--- src/rtl/tow_pkg.sv ---
// Shared types and constants for the tug-of-war round controller.
// Holds the FSM state encoding and the LFSR polynomial and seed.
package tow_pkg;

    typedef enum logic [2:0] {
        ST_IDLE,
        ST_WAIT,
        ST_LIT,
        ST_REPORT,
        ST_HOLD
    } state_t;

    localparam int LFSR_W = 8;

    // x^8 + x^6 + x^5 + x^4 + 1 taps the register at bits 7, 5, 4 and 3.
    localparam logic [LFSR_W-1:0] LFSR_TAPS = 8'hB8;
    localparam logic [LFSR_W-1:0] LFSR_SEED = 8'h01;

    function automatic logic [LFSR_W-1:0] lfsr_next(input logic [LFSR_W-1:0] v);
        return {v[LFSR_W-2:0], ^(v & LFSR_TAPS)};
    endfunction

endpackage

--- src/rtl/round_ctl_if.sv ---
// Button, timebase and result signals between the game board and round_ctl.
// The master drives buttons and tick; the slave (round_ctl) drives the result.
interface round_ctl_if;
    logic tick;
    logic pbl;
    logic pbr;
    logic winrnd;
    logic right;
    logic tie;
    logic leds_on;

    modport master (output tick, pbl, pbr, input winrnd, right, tie, leds_on);
    modport slave  (input tick, pbl, pbr, output winrnd, right, tie, leds_on);
endinterface

--- src/rtl/pb_sync.sv ---
// Two-flop synchroniser for one asynchronous push-button.
module pb_sync (
    input  logic clk,
    input  logic rst,
    input  logic i_async,
    output logic o_sync
);

    logic r_meta;
    logic r_sync;

    // NOTE: non-blocking assignments make both flops sample together, forming a real two-stage chain.
    always_ff @(posedge clk or posedge rst) begin
        if (rst) begin
            r_meta <= 1'b0;
            r_sync <= 1'b0;
        end else begin
            r_meta <= i_async;
            r_sync <= r_meta;
        end
    end

    assign o_sync = r_sync;

endmodule

--- src/rtl/round_ctl.sv ---
// Round controller: random lights-off delay, first-push arbitration and the
// registered one-cycle result pulse consumed by the scorer.
module round_ctl
    import tow_pkg::*;
#(
    parameter int CNT_W       = 16,
    parameter int RAND_W      = 8,
    parameter int MIN_WAIT    = 500,
    parameter int LIT_TIMEOUT = 2000
) (
    input  logic        clk,
    input  logic        rst,
    round_ctl_if.slave  io_rnd
);

    if (MIN_WAIT + (1 << RAND_W) - 1 >= (1 << CNT_W)) begin : g_bad_cnt_w
        $error("round_ctl: MIN_WAIT + 2**RAND_W - 1 does not fit in CNT_W bits");
    end
    if (LIT_TIMEOUT >= (1 << CNT_W)) begin : g_bad_timeout
        $error("round_ctl: LIT_TIMEOUT does not fit in CNT_W bits");
    end
    if (RAND_W > LFSR_W) begin : g_bad_rand_w
        $error("round_ctl: RAND_W exceeds the LFSR width");
    end

    localparam logic [CNT_W-1:0] MIN_WAIT_C = CNT_W'(MIN_WAIT);
    localparam logic [CNT_W-1:0] LIT_C      = CNT_W'(LIT_TIMEOUT);
    localparam logic [CNT_W-1:0] ONE_C      = CNT_W'(1);

    logic              w_sl;
    logic              w_sr;
    logic              w_push;
    logic [CNT_W-1:0]  w_rand;

    state_t            r_state;
    logic [CNT_W-1:0]  r_cnt;
    logic [LFSR_W-1:0] r_lfsr;
    logic              r_winrnd;
    logic              r_right;
    logic              r_tie;
    logic              r_leds_on;

    state_t            w_state_n;
    logic [CNT_W-1:0]  w_cnt_n;
    logic              w_winrnd_n;
    logic              w_right_n;
    logic              w_tie_n;
    logic              w_leds_n;

    pb_sync u_sync_l (.clk(clk), .rst(rst), .i_async(io_rnd.pbl), .o_sync(w_sl));
    pb_sync u_sync_r (.clk(clk), .rst(rst), .i_async(io_rnd.pbr), .o_sync(w_sr));

    assign w_push = w_sl | w_sr;
    assign w_rand = CNT_W'(r_lfsr[RAND_W-1:0]);

    always_ff @(posedge clk or posedge rst) begin
        if (rst) begin
            r_state <= ST_IDLE;
            r_cnt   <= '0;
            r_lfsr  <= LFSR_SEED;
        end else begin
            r_state <= w_state_n;
            r_cnt   <= w_cnt_n;
            r_lfsr  <= lfsr_next(r_lfsr);
        end
    end

    // NOTE: every output of this block gets a default first, so no path can infer a latch.
    always_comb begin
        w_state_n = r_state;
        w_cnt_n   = r_cnt;

        // A push is tested before tick so it wins over a simultaneous expiry.
        case (r_state)
            ST_IDLE: begin
                if (!w_push) begin
                    w_cnt_n   = MIN_WAIT_C + w_rand;
                    w_state_n = ST_WAIT;
                end
            end
            ST_WAIT: begin
                if (w_push) begin
                    w_state_n = ST_REPORT;
                end else if (io_rnd.tick) begin
                    if (r_cnt == '0) begin
                        w_cnt_n   = LIT_C;
                        w_state_n = ST_LIT;
                    end else begin
                        w_cnt_n = r_cnt - ONE_C;
                    end
                end
            end
            ST_LIT: begin
                if (w_push) begin
                    w_state_n = ST_REPORT;
                end else if (io_rnd.tick) begin
                    if (r_cnt == '0) begin
                        w_state_n = ST_IDLE;
                    end else begin
                        w_cnt_n = r_cnt - ONE_C;
                    end
                end
            end
            ST_REPORT: w_state_n = ST_HOLD;
            ST_HOLD: begin
                if (!w_push) begin
                    w_state_n = ST_IDLE;
                end
            end
            default: w_state_n = ST_IDLE;
        endcase

        // Outputs are computed from the next state so they can be registered.
        w_winrnd_n = (w_state_n == ST_REPORT);
        w_right_n  = w_winrnd_n & w_sr & ~w_sl;
        w_tie_n    = w_winrnd_n & w_sl & w_sr;
        w_leds_n   = (w_state_n == ST_LIT) | (w_winrnd_n & (r_state == ST_LIT));
    end

    always_ff @(posedge clk or posedge rst) begin
        if (rst) begin
            r_winrnd  <= 1'b0;
            r_right   <= 1'b0;
            r_tie     <= 1'b0;
            r_leds_on <= 1'b0;
        end else begin
            r_winrnd  <= w_winrnd_n;
            r_right   <= w_right_n;
            r_tie     <= w_tie_n;
            r_leds_on <= w_leds_n;
        end
    end

    assign io_rnd.winrnd  = r_winrnd;
    assign io_rnd.right   = r_right;
    assign io_rnd.tie     = r_tie;
    assign io_rnd.leds_on = r_leds_on;

endmodule

--- src/flat_wrapper.sv ---
// flat-port wrapper written by rule: the top's interface ports become plain ports
module round_ctl_flat import tow_pkg::*;
#(
    parameter int CNT_W       = 16,
    parameter int RAND_W      = 8,
    parameter int MIN_WAIT    = 500,
    parameter int LIT_TIMEOUT = 2000
)
  (clk, rst, io_rnd_tick, io_rnd_pbl, io_rnd_pbr, io_rnd_winrnd, io_rnd_right, io_rnd_tie, io_rnd_leds_on);
  round_ctl_if io_rnd_i ();
  input  logic clk;
  input  logic rst;
  input wire logic [$bits(io_rnd_i.tick)-1:0] io_rnd_tick;
  input wire logic [$bits(io_rnd_i.pbl)-1:0] io_rnd_pbl;
  input wire logic [$bits(io_rnd_i.pbr)-1:0] io_rnd_pbr;
  output wire logic [$bits(io_rnd_i.winrnd)-1:0] io_rnd_winrnd;
  output wire logic [$bits(io_rnd_i.right)-1:0] io_rnd_right;
  output wire logic [$bits(io_rnd_i.tie)-1:0] io_rnd_tie;
  output wire logic [$bits(io_rnd_i.leds_on)-1:0] io_rnd_leds_on;
  assign io_rnd_i.tick = io_rnd_tick;
  assign io_rnd_i.pbl = io_rnd_pbl;
  assign io_rnd_i.pbr = io_rnd_pbr;
  assign io_rnd_winrnd = io_rnd_i.winrnd;
  assign io_rnd_right = io_rnd_i.right;
  assign io_rnd_tie = io_rnd_i.tie;
  assign io_rnd_leds_on = io_rnd_i.leds_on;
  round_ctl #(.CNT_W(CNT_W), .RAND_W(RAND_W), .MIN_WAIT(MIN_WAIT), .LIT_TIMEOUT(LIT_TIMEOUT)) u_core (.clk(clk), .rst(rst), .io_rnd(io_rnd_i));
endmodule
--- config.mk ---
export PLATFORM = sky130hd
export DESIGN_NAME = round_ctl_flat
export DESIGN_NICKNAME = d
export VERILOG_FILES = /design/src/rtl/tow_pkg.sv /design/src/rtl/round_ctl_if.sv /design/src/rtl/pb_sync.sv /design/src/rtl/round_ctl.sv /design/src/flat_wrapper.sv
export SDC_FILE = /design/constraint.sdc
export NUM_CORES = 1
export LEC_CHECK = 0
export CORE_AREA = 2 2 70 72
export DETAILED_ROUTE_END_ITERATION = 8
export DIE_AREA = 0 0 72 74
export GPL_TIMING_DRIVEN = 1
export PLACE_DENSITY = 0.62
export SLEW_MARGIN = 40
export SYNTH_ARGS = -nofsm -noshare
export SYNTH_HDL_FRONTEND = slang
export SYNTH_SLANG_ARGS = --single-unit
--- constraint.sdc ---
create_clock -name clk -period 4.9 [get_ports clk]
set_input_delay 1.225 -clock clk [delete_from_list [all_inputs] [get_ports clk]]
set_output_delay 1.225 -clock clk [all_outputs]
set_load 0.03 [all_outputs]
# ---- Yosys cells after proc, flatten, opt, wreduce, memory -nomap -nowiden
# Index checks and enable logic that the tools add are counted.
dict set report classes {
  n_addsub 2
  mul 0
  div 0
  magnitude_cmp 0
  eq_ne 12
  shifts 0
  n_mux 17
  bitwise 8
  n_reduce_logical 5
}
# op n
set op_table {}
lappend op_table {{16-bit 2-to-1 mux} 7}
lappend op_table {{16-bit case mux with 3 select lines} 1}
lappend op_table {{3-bit 2-to-1 mux} 8}
lappend op_table {{16-bit logical NOT} 1}
lappend op_table {{16-bit by 1-bit subtractor with 16-bit output (second input constant)} 1}
lappend op_table {{3-bit case mux with 5 select lines} 1}
lappend op_table {{3-bit by 2-bit == test with 1-bit output (second input constant)} 4}
lappend op_table {{2-bit != test (second input constant)} 6}
lappend op_table {{9-bit by 8-bit adder with 10-bit output (first input constant)} 1}
lappend op_table {{8-bit XOR reduction} 1}
lappend op_table {{7-bit AND reduction} 1}
lappend op_table {{1-bit bitwise AND} 5}
lappend op_table {{3-bit by 1-bit == test with 1-bit output (second input constant)} 1}
lappend op_table {{3-bit == test (second input constant)} 1}
lappend op_table {{3-bit logical NOT} 1}
lappend op_table {{3-bit nonzero test} 1}
lappend op_table {{1-bit OR} 2}
lappend op_table {{1-bit NOT} 1}
dict set report totals {
  regBits 35
  latchBits 0
  ram_bits 0
  mem_bits_ro 0
  inputBits 5
  elab_cells 55
  memories 0
}

# ---- Longest topological paths before layout
# Gate-level depths: netlist of the first run.
dict set report logic_depth {
  word_depth 8
  depth_mapped 9
  depth_no_buf 7
}

# ---- Cells and area by module
# A second synthesis of the first run with hierarchy kept.
dict set report hier_totals {
  cells_unflattened 180
  area_unflattened_um2 1858.0
}
# module n_inst cells_per_inst area_each_um2 seq_area_each_um2
set modules_own_cells {}
lappend modules_own_cells {round_ctl 1 174 1750.4 777.0}
lappend modules_own_cells {pb_sync 2 3 53.8 50.0}

# ---- Worst setup path after synthesis of the first run
# Ideal clock, no wire load.
dict set report synth_timing {
  kind {input -> register}
  start {input io_rnd_tick}
  end {register u_core.r_cnt[4]}
  setup_time_ps 77
  arrival_time_ps 2307
  slack_ps 2516
  path_stages 6
  path_cell_list {a21boi_0 o21ai_0 a31oi_1 buf_2 a21oi_1 a21oi_1}
}
dict set report synth_between {
  elab_chain_len 2
}
# element line
set synth_lines {}
lappend synth_lines {{start, declared} flat_wrapper.sv:13} ;# input wire logic [$bits(io_rnd_i.tick)-1:0] io_rnd_tick;
lappend synth_lines {{2-bit != test (no source line)} --}
lappend synth_lines {{7-bit AND reduction (no source line) (*)} --}
lappend synth_lines {{end signal, assigned} round_ctl.sv:63} ;# r_cnt <= w_cnt_n;
lappend synth_lines {{end, declared} round_ctl.sv:36} ;# logic [CNT_W-1:0] r_cnt;
# Every way passes the cells marked *; elsewhere a longest branch is shown, timed or not.
# A chain may end at the register's enable or synchronous reset.

# ---- Final worst setup path of the first run
dict set report layout_timing {
  start {input io_rnd_tick}
  end {register u_core.r_cnt[11]}
}
# Same word-level chain as after synthesis.

==> flow_metrics.tcl, run 1 <==
set metrics [dict create \
    dp_hpwl_um 2400 \
    coreArea_mm2 0.00460 \
    vias 1356 \
    relSlewSlack_pct 48.0 \
    start_util_pct 39.0 \
    async_reset_ff_share_pct 100 \
    io_pins 9 \
    worstPathRequired_ps 5110 \
    worstPathArrival_ps 2870 \
    diodes 0 \
    post_synth_num_cell_types 45 \
    synthTopCellsByCount "34 x dfrtp_1, 21 x nor2_1, 14 x a21oi_1" \
    crit_chain "clkdlybuf4s50_1, a21boi_0, o21ai_0, a211oi_1, a21oi_1, a31oi_1" \
    portBuffers 8 \
    die_w_um 72 \
    finish.utilization_pct 43.5 \
    clock-sinks 35 \
    viasPerCell 5.47 \
    antenna_found_initial 0 \
    worst-path-buf-inv 1 \
    report.final.hold_viol_count 0 \
    post_drt_wl_per_cell_um 14.1 \
    drive_gt1_share_pct 10.3 \
    cts-buffers-inserted 5 \
    clk_path_buf_depth 2 \
    max_stage_delay_ps 520 \
    timing.fmax_mhz 377 \
    post_cts_buffers 0 \
    yosys_warnings 0 \
    clkTransAtPathRegs_ps 70 \
    cts.root.buffer_cell "clkbuf_8" \
    synth_edf_count 0 \
    grt_max_degree 36 \
    power_leakage_uw 0.000812 \
    synthFlopType "dfrtp_1" \
    worstSetupPathType "in -> reg" \
    syn_inst 185 \
    grt_usage_pct 15.4 \
    synth_most_common_cell "dfrtp_1" \
    crit_path_end_kind "flip-flop" \
    status "finished, final reports clean" \
    ir_drop_mv 0.262 \
    slew_viol_final 0 \
    path_max_fanout 5 \
    drt-pass1-iter-count 4 \
    netlist_area_mm2 0.00179 \
    synth_area_per_cell_um2 9.69 \
    tightest_slew_ps 777 \
    tns_ps 0 \
    hp-class "reg -> reg" \
    gr-total-overflow 0 \
    cts_tree "yes" \
    crit_family "compound AO/OA/AOI/OAI gates" \
    gp_congestion 0.800 \
    die_h_um 74 \
    yosysSeqAreaShare_pct 48.9 \
    ys_seq_elements 35 \
    clock_latency_ps 290 \
    rsz0062_at_grt "false" \
    fin_crit_ps 2650 \
    powerDensity_mw_per_mm2 553 \
    drc_errors 0 \
    syn_nets 193 \
    cp-start-kind "input port" \
    grt_first_pass_wirelength_um 6210 \
    area_delta_synth_final_pct 11.6 \
    fp.dieArea_mm2 0.00533 \
    setup_viol 0 \
    htreeDepth 2 \
    synthTopCellsByArea "dfrtp_1 47%, nor2_1 4.4%, a21oi_1 3.9%" \
    finalCritPeriodShare_pct 54.2 \
    hold_buffers 0 \
    slowest_stage "clkdlybuf4s50_1" \
    synth_top_area_share_pct 47.5 \
    maxCapViolCount 0 \
    routed_wl_um 3490 \
    grt_pass1_vias 1254 \
    num_rows 25 \
    drt.antenna.violating_nets 0 \
    cts_resized 0 \
    finClkSkew_ps 4.37 \
    nFillCells 434 \
    nets 201 \
    drt-initial-drc-count 103 \
    synth_top_cell_by_area "dfrtp_1" \
]
## flip-flops by register name, summed over array words and instances, names as in the netlist
register and cells:
u_core.r_lfsr 8, u_core.r_cnt 16, u_core.u_sync_r.o_sync 1, u_core.io_rnd.right 1, u_core.io_rnd.tie 1, u_core.u_sync_r.r_meta 1, u_core.r_state 3, u_core.io_rnd.leds_on 1
u_core.u_sync_l.o_sync 1, u_core.u_sync_l.r_meta 1, u_core.io_rnd.winrnd 1
## placed cells by master, fill, tap and decap left out, types with 5 or more instances in the layout
master / synthesis / routed
inv_1: 8 / 8
clkdlybuf4s50_1: 0 / 8
dfrtp_1: 34 / 34
nor2_1: 21 / 21
a31oi_1: 5 / 5
nand2_1: 11 / 11
clkbuf_8: 0 / 5
xnor2_1: 7 / 7
o21ai_0: 11 / 11
nor3_1: 6 / 6
a21oi_1: 14 / 14
## routing by layer
layer | vias up | global-route usage [%] | share of wire [%]
li1 | 690 | - | -
met4 | 0 | 5.66 | 1.7
met3 | 6 | 4.47 | 3.7
met2 | 22 | 21.3 | 43
met5 | - | 0 | 0
met1 | 638 | 22.9 | 52
## final timing paths
kind	start	end	slack (ps)	cells past startpoint
worst max-delay path	io_rnd_tick	u_core.r_cnt[11]$_DFFE_PP0P_	2250	6
worst min-delay path	u_core.u_sync_r.r_meta$_DFF_PP0_	u_core.u_sync_r.o_sync$_DFF_PP0_	350	0
worst max register to register	u_core.r_cnt[12]$_DFFE_PP0P_	u_core.r_cnt[5]$_DFFE_PP0P_	2610	5
worst min register to register	u_core.u_sync_r.r_meta$_DFF_PP0_	u_core.u_sync_r.o_sync$_DFF_PP0_	350	0
max in group asynchronous	rst	u_core.r_lfsr[0]$_DFF_PP1_	3210	3
min in group asynchronous	rst	u_core.io_rnd.right$_DFF_PP0_	1340	3
## metrics by stage
stage               setup WS (ps)  cell area (um2)  instances  hold slack, ps  total power (uW)
floorplan                    2520             1790        185             331               809
global placement             1950             1910        240             332               902
detailed placement           1920             1910        240             340               907
CTS                          2230             2000        248             357              1120
global route                 2040             2000        248             361              1200
finish                       2250             2000        248             353              1110
## kinds of logic after synthesis
kind of cell / Yosys count / synth area share [%]
XOR/XNOR: 9 / 4.40
AO/OA/AOI/OAI: 55 / 21.0
flip-flops: 35 / 48.9
adder cells (fa/ha/maj): 3 / 2.09
buffers and inverters: 17 / 4.12
AND/OR/NAND/NOR: 66 / 19.5
## worst register-to-register path: stages, from the launching register on
cell,delay [ps]
dfrtp_1,440
or4_4,570
or4_4,430
o21a_1,360
a32oi_1,280
o2bb2ai_1,90
## power breakdown
| group | switching [uW] | leakage [uW] | internal, uW |
|---|---|---|---|
| clock network | 107 | 0.0000402 | 98.7 |
| registers | 78.3 | 0.000438 | 354 |
| logic | 289 | 0.000334 | 180 |
## final cells by class
type,instances,area [um2],area share (%)
multi-input cells,133,842,42.1
flip-flops and latches,35,877,43.8
clock inverters,3,20.0,1.00
repair buffers,10,95.1,4.75
inverters,8,30.0,1.50
clock buffers,5,68.8,3.44
well taps,54,67.6,3.38
Note: power is estimated with default switching activity, not from simulation.
==> inputs of run 2 (changes only) <==
==> constraint.sdc (replaced) <==
create_clock -name clk -period 2.6 [get_ports clk]
set_input_delay 0.65 -clock clk [delete_from_list [all_inputs] [get_ports clk]]
set_output_delay 0.65 -clock clk [all_outputs]
set_load 0.03 [all_outputs]
==> flow_metrics.tcl, run 2 (same netlist as run 1, synthesis figures left out) <==
set metrics [dict create \
    status "finished, final reports clean" \
    top_register "u_core.r_cnt" \
    io_pins 9 \
    cts.root.buffer_cell "clkbuf_8" \
    whs_endpoint "u_core.u_sync_r.o_sync$_DFF_PP0_" \
    hp-class "reg -> reg" \
    grt_usage_pct 15.6 \
    worstSetupPathType "reg -> reg" \
    grt_pass1_vias 1273 \
    setup_ws_ps 315 \
    gp_congestion 0.835 \
    area_delta_synth_final_pct 13.5 \
    power_leakage_uw 0.000829 \
    clk_path_buf_depth 2 \
    reg_top3 "u_core.r_cnt x16, u_core.r_lfsr x8, u_core.r_state x3" \
    crit_chain "inv_1, ha_1, or3b_2, nor4_1, nand2_1, o21ai_0, a21oi_1" \
    grt_max_degree 36 \
    drt.antenna.violating_nets 0 \
    crit_path_end_kind "flip-flop" \
    worstPathRequired_ps 2770 \
    portBuffers 8 \
    path_max_fanout 5 \
    viasPerCell 5.53 \
    post_drt_wl_per_cell_um 14.5 \
    tns_ps 0 \
    layout.cells.non_filler 251 \
    met2_usage_pct 21.6 \
    clock_latency_ps 290 \
    slowest_stage "or3b_2" \
    fin_crit_ps 2290 \
    tightest_slew_ps 553 \
    diodes 0 \
    clkTransAtPathRegs_ps 70 \
    die_w_um 72 \
    timing.fmax_mhz 438 \
    post_cts_buffers 0 \
    vias 1387 \
    grt_first_pass_wirelength_um 6310 \
    dp_hpwl_um 2570 \
    drt-initial-drc-count 129 \
    pre_cts_ws_ps 189 \
    routed_wl_um 3630 \
    hold_start "u_core.u_sync_r.r_meta$_DFF_PP0_" \
    r2r-start "u_core.r_cnt[0]$_DFFE_PP0P_" \
    die_h_um 74 \
    grt_busiest_layer "met1" \
    drt-pass1-iter-count 4 \
    r2r_end "u_core.io_rnd.leds_on$_DFF_PP0_" \
    largest_register_ffs 16 \
    fp.dieArea_mm2 0.00533 \
    start_util_pct 39.0 \
    hold_slack_ps 356 \
    num_rows 25 \
    gr-total-overflow 0 \
    drive_gt1_share_pct 11.7 \
    hold_buffers 0 \
    nets 204 \
    worst-path-buf-inv 1 \
    placed_cells 243 \
    use_met3_pct 4.07 \
    clock-sinks 35 \
    htreeDepth 2 \
    coreArea_mm2 0.00460 \
    crit_family "simple AND/OR/NAND/NOR gates" \
    final_common_cell "dfrtp_1" \
    finalCritPeriodShare_pct 87.9 \
    report.final.hold_viol_count 0 \
    cp-start-kind "flip-flop" \
    nFillCells 440 \
    slew_viol_final 0 \
    max_stage_delay_ps 500 \
    cts-buffers-inserted 5 \
    worstRegToRegCells 7 \
    rrSetupSlack_ps 310 \
    finish.utilization_pct 44.3 \
    layout_common_cells "34 x dfrtp_1, 21 x nor2_1, 14 x a21oi_1" \
    drc_errors 0 \
    cts_tree "yes" \
    worstPathArrival_ps 2460 \
    grt_use_met1_pct 23.3 \
    antenna_found_initial 0 \
    relSlewSlack_pct 63.1 \
    ir_drop_mv 0.517 \
    hold_depth 0 \
    cts_resized 0 \
    rsz0062_at_grt "false" \
    setup_viol 0 \
    powerDensity_mw_per_mm2 1060 \
    finClkSkew_ps 5.98 \
    maxCapViolCount 0 \
]
==> run 2: cell type report <==
| cell class | count | area (um2) | share of cell area (%) |
|---|---|---|---|
| Multi-Input combinational cell | 133 | 842 | 41.4 |
| Tap cell | 54 | 67.6 | 3.32 |
| Clock inverter | 3 | 20.0 | 0.983 |
| Clock buffer | 5 | 68.8 | 3.38 |
| Sequential cell | 35 | 877 | 43.1 |
| Inverter | 8 | 30.0 | 1.48 |
| Timing Repair Buffer | 13 | 130 | 6.39 |
==> run 2: stage by stage <==
stage	cell area [um2]	total power, uW
final	2040	2160
after global routing	2040	2330
after CTS	2040	2170
after detailed placement	1950	1770
after global placement	1950	1760
after floorplan	1790	1520
==> run 2: worst max-delay path by stage <==
stage                                  from                         endpoint  slack [ps]  cells after the start
2_1_floorplan   u_core.r_cnt[0]$_DFFE_PP0P_      u_core.r_cnt[2]$_DFFE_PP0P_         540                      8
3_3_place_gp                    io_rnd_tick      u_core.r_cnt[2]$_DFFE_PP0P_         230                      7
3_5_place_dp                    io_rnd_tick      u_core.r_cnt[2]$_DFFE_PP0P_         190                      7
4_1_cts        u_core.r_cnt[12]$_DFFE_PP0P_      u_core.r_cnt[5]$_DFFE_PP0P_         360                      5
5_1_grt         u_core.r_cnt[0]$_DFFE_PP0P_  u_core.io_rnd.leds_on$_DFF_PP0_         130                      7
6_report        u_core.r_cnt[0]$_DFFE_PP0P_  u_core.io_rnd.leds_on$_DFF_PP0_         310                      7
==> run 2: per-layer routing <==
layer | vias up | part of all wire [%]
li1 | 701 | -
met1 | 646 | 50
met2 | 35 | 43
met3 | 5 | 5.1
met4 | 0 | 1.4
met5 | - | 0
==> run 2: report_power, final <==
| part | switching, uW | internal (uW) |
|---|---|---|
| registers | 153 | 666 |
| logic | 565 | 387 |
| clock network | 203 | 186 |
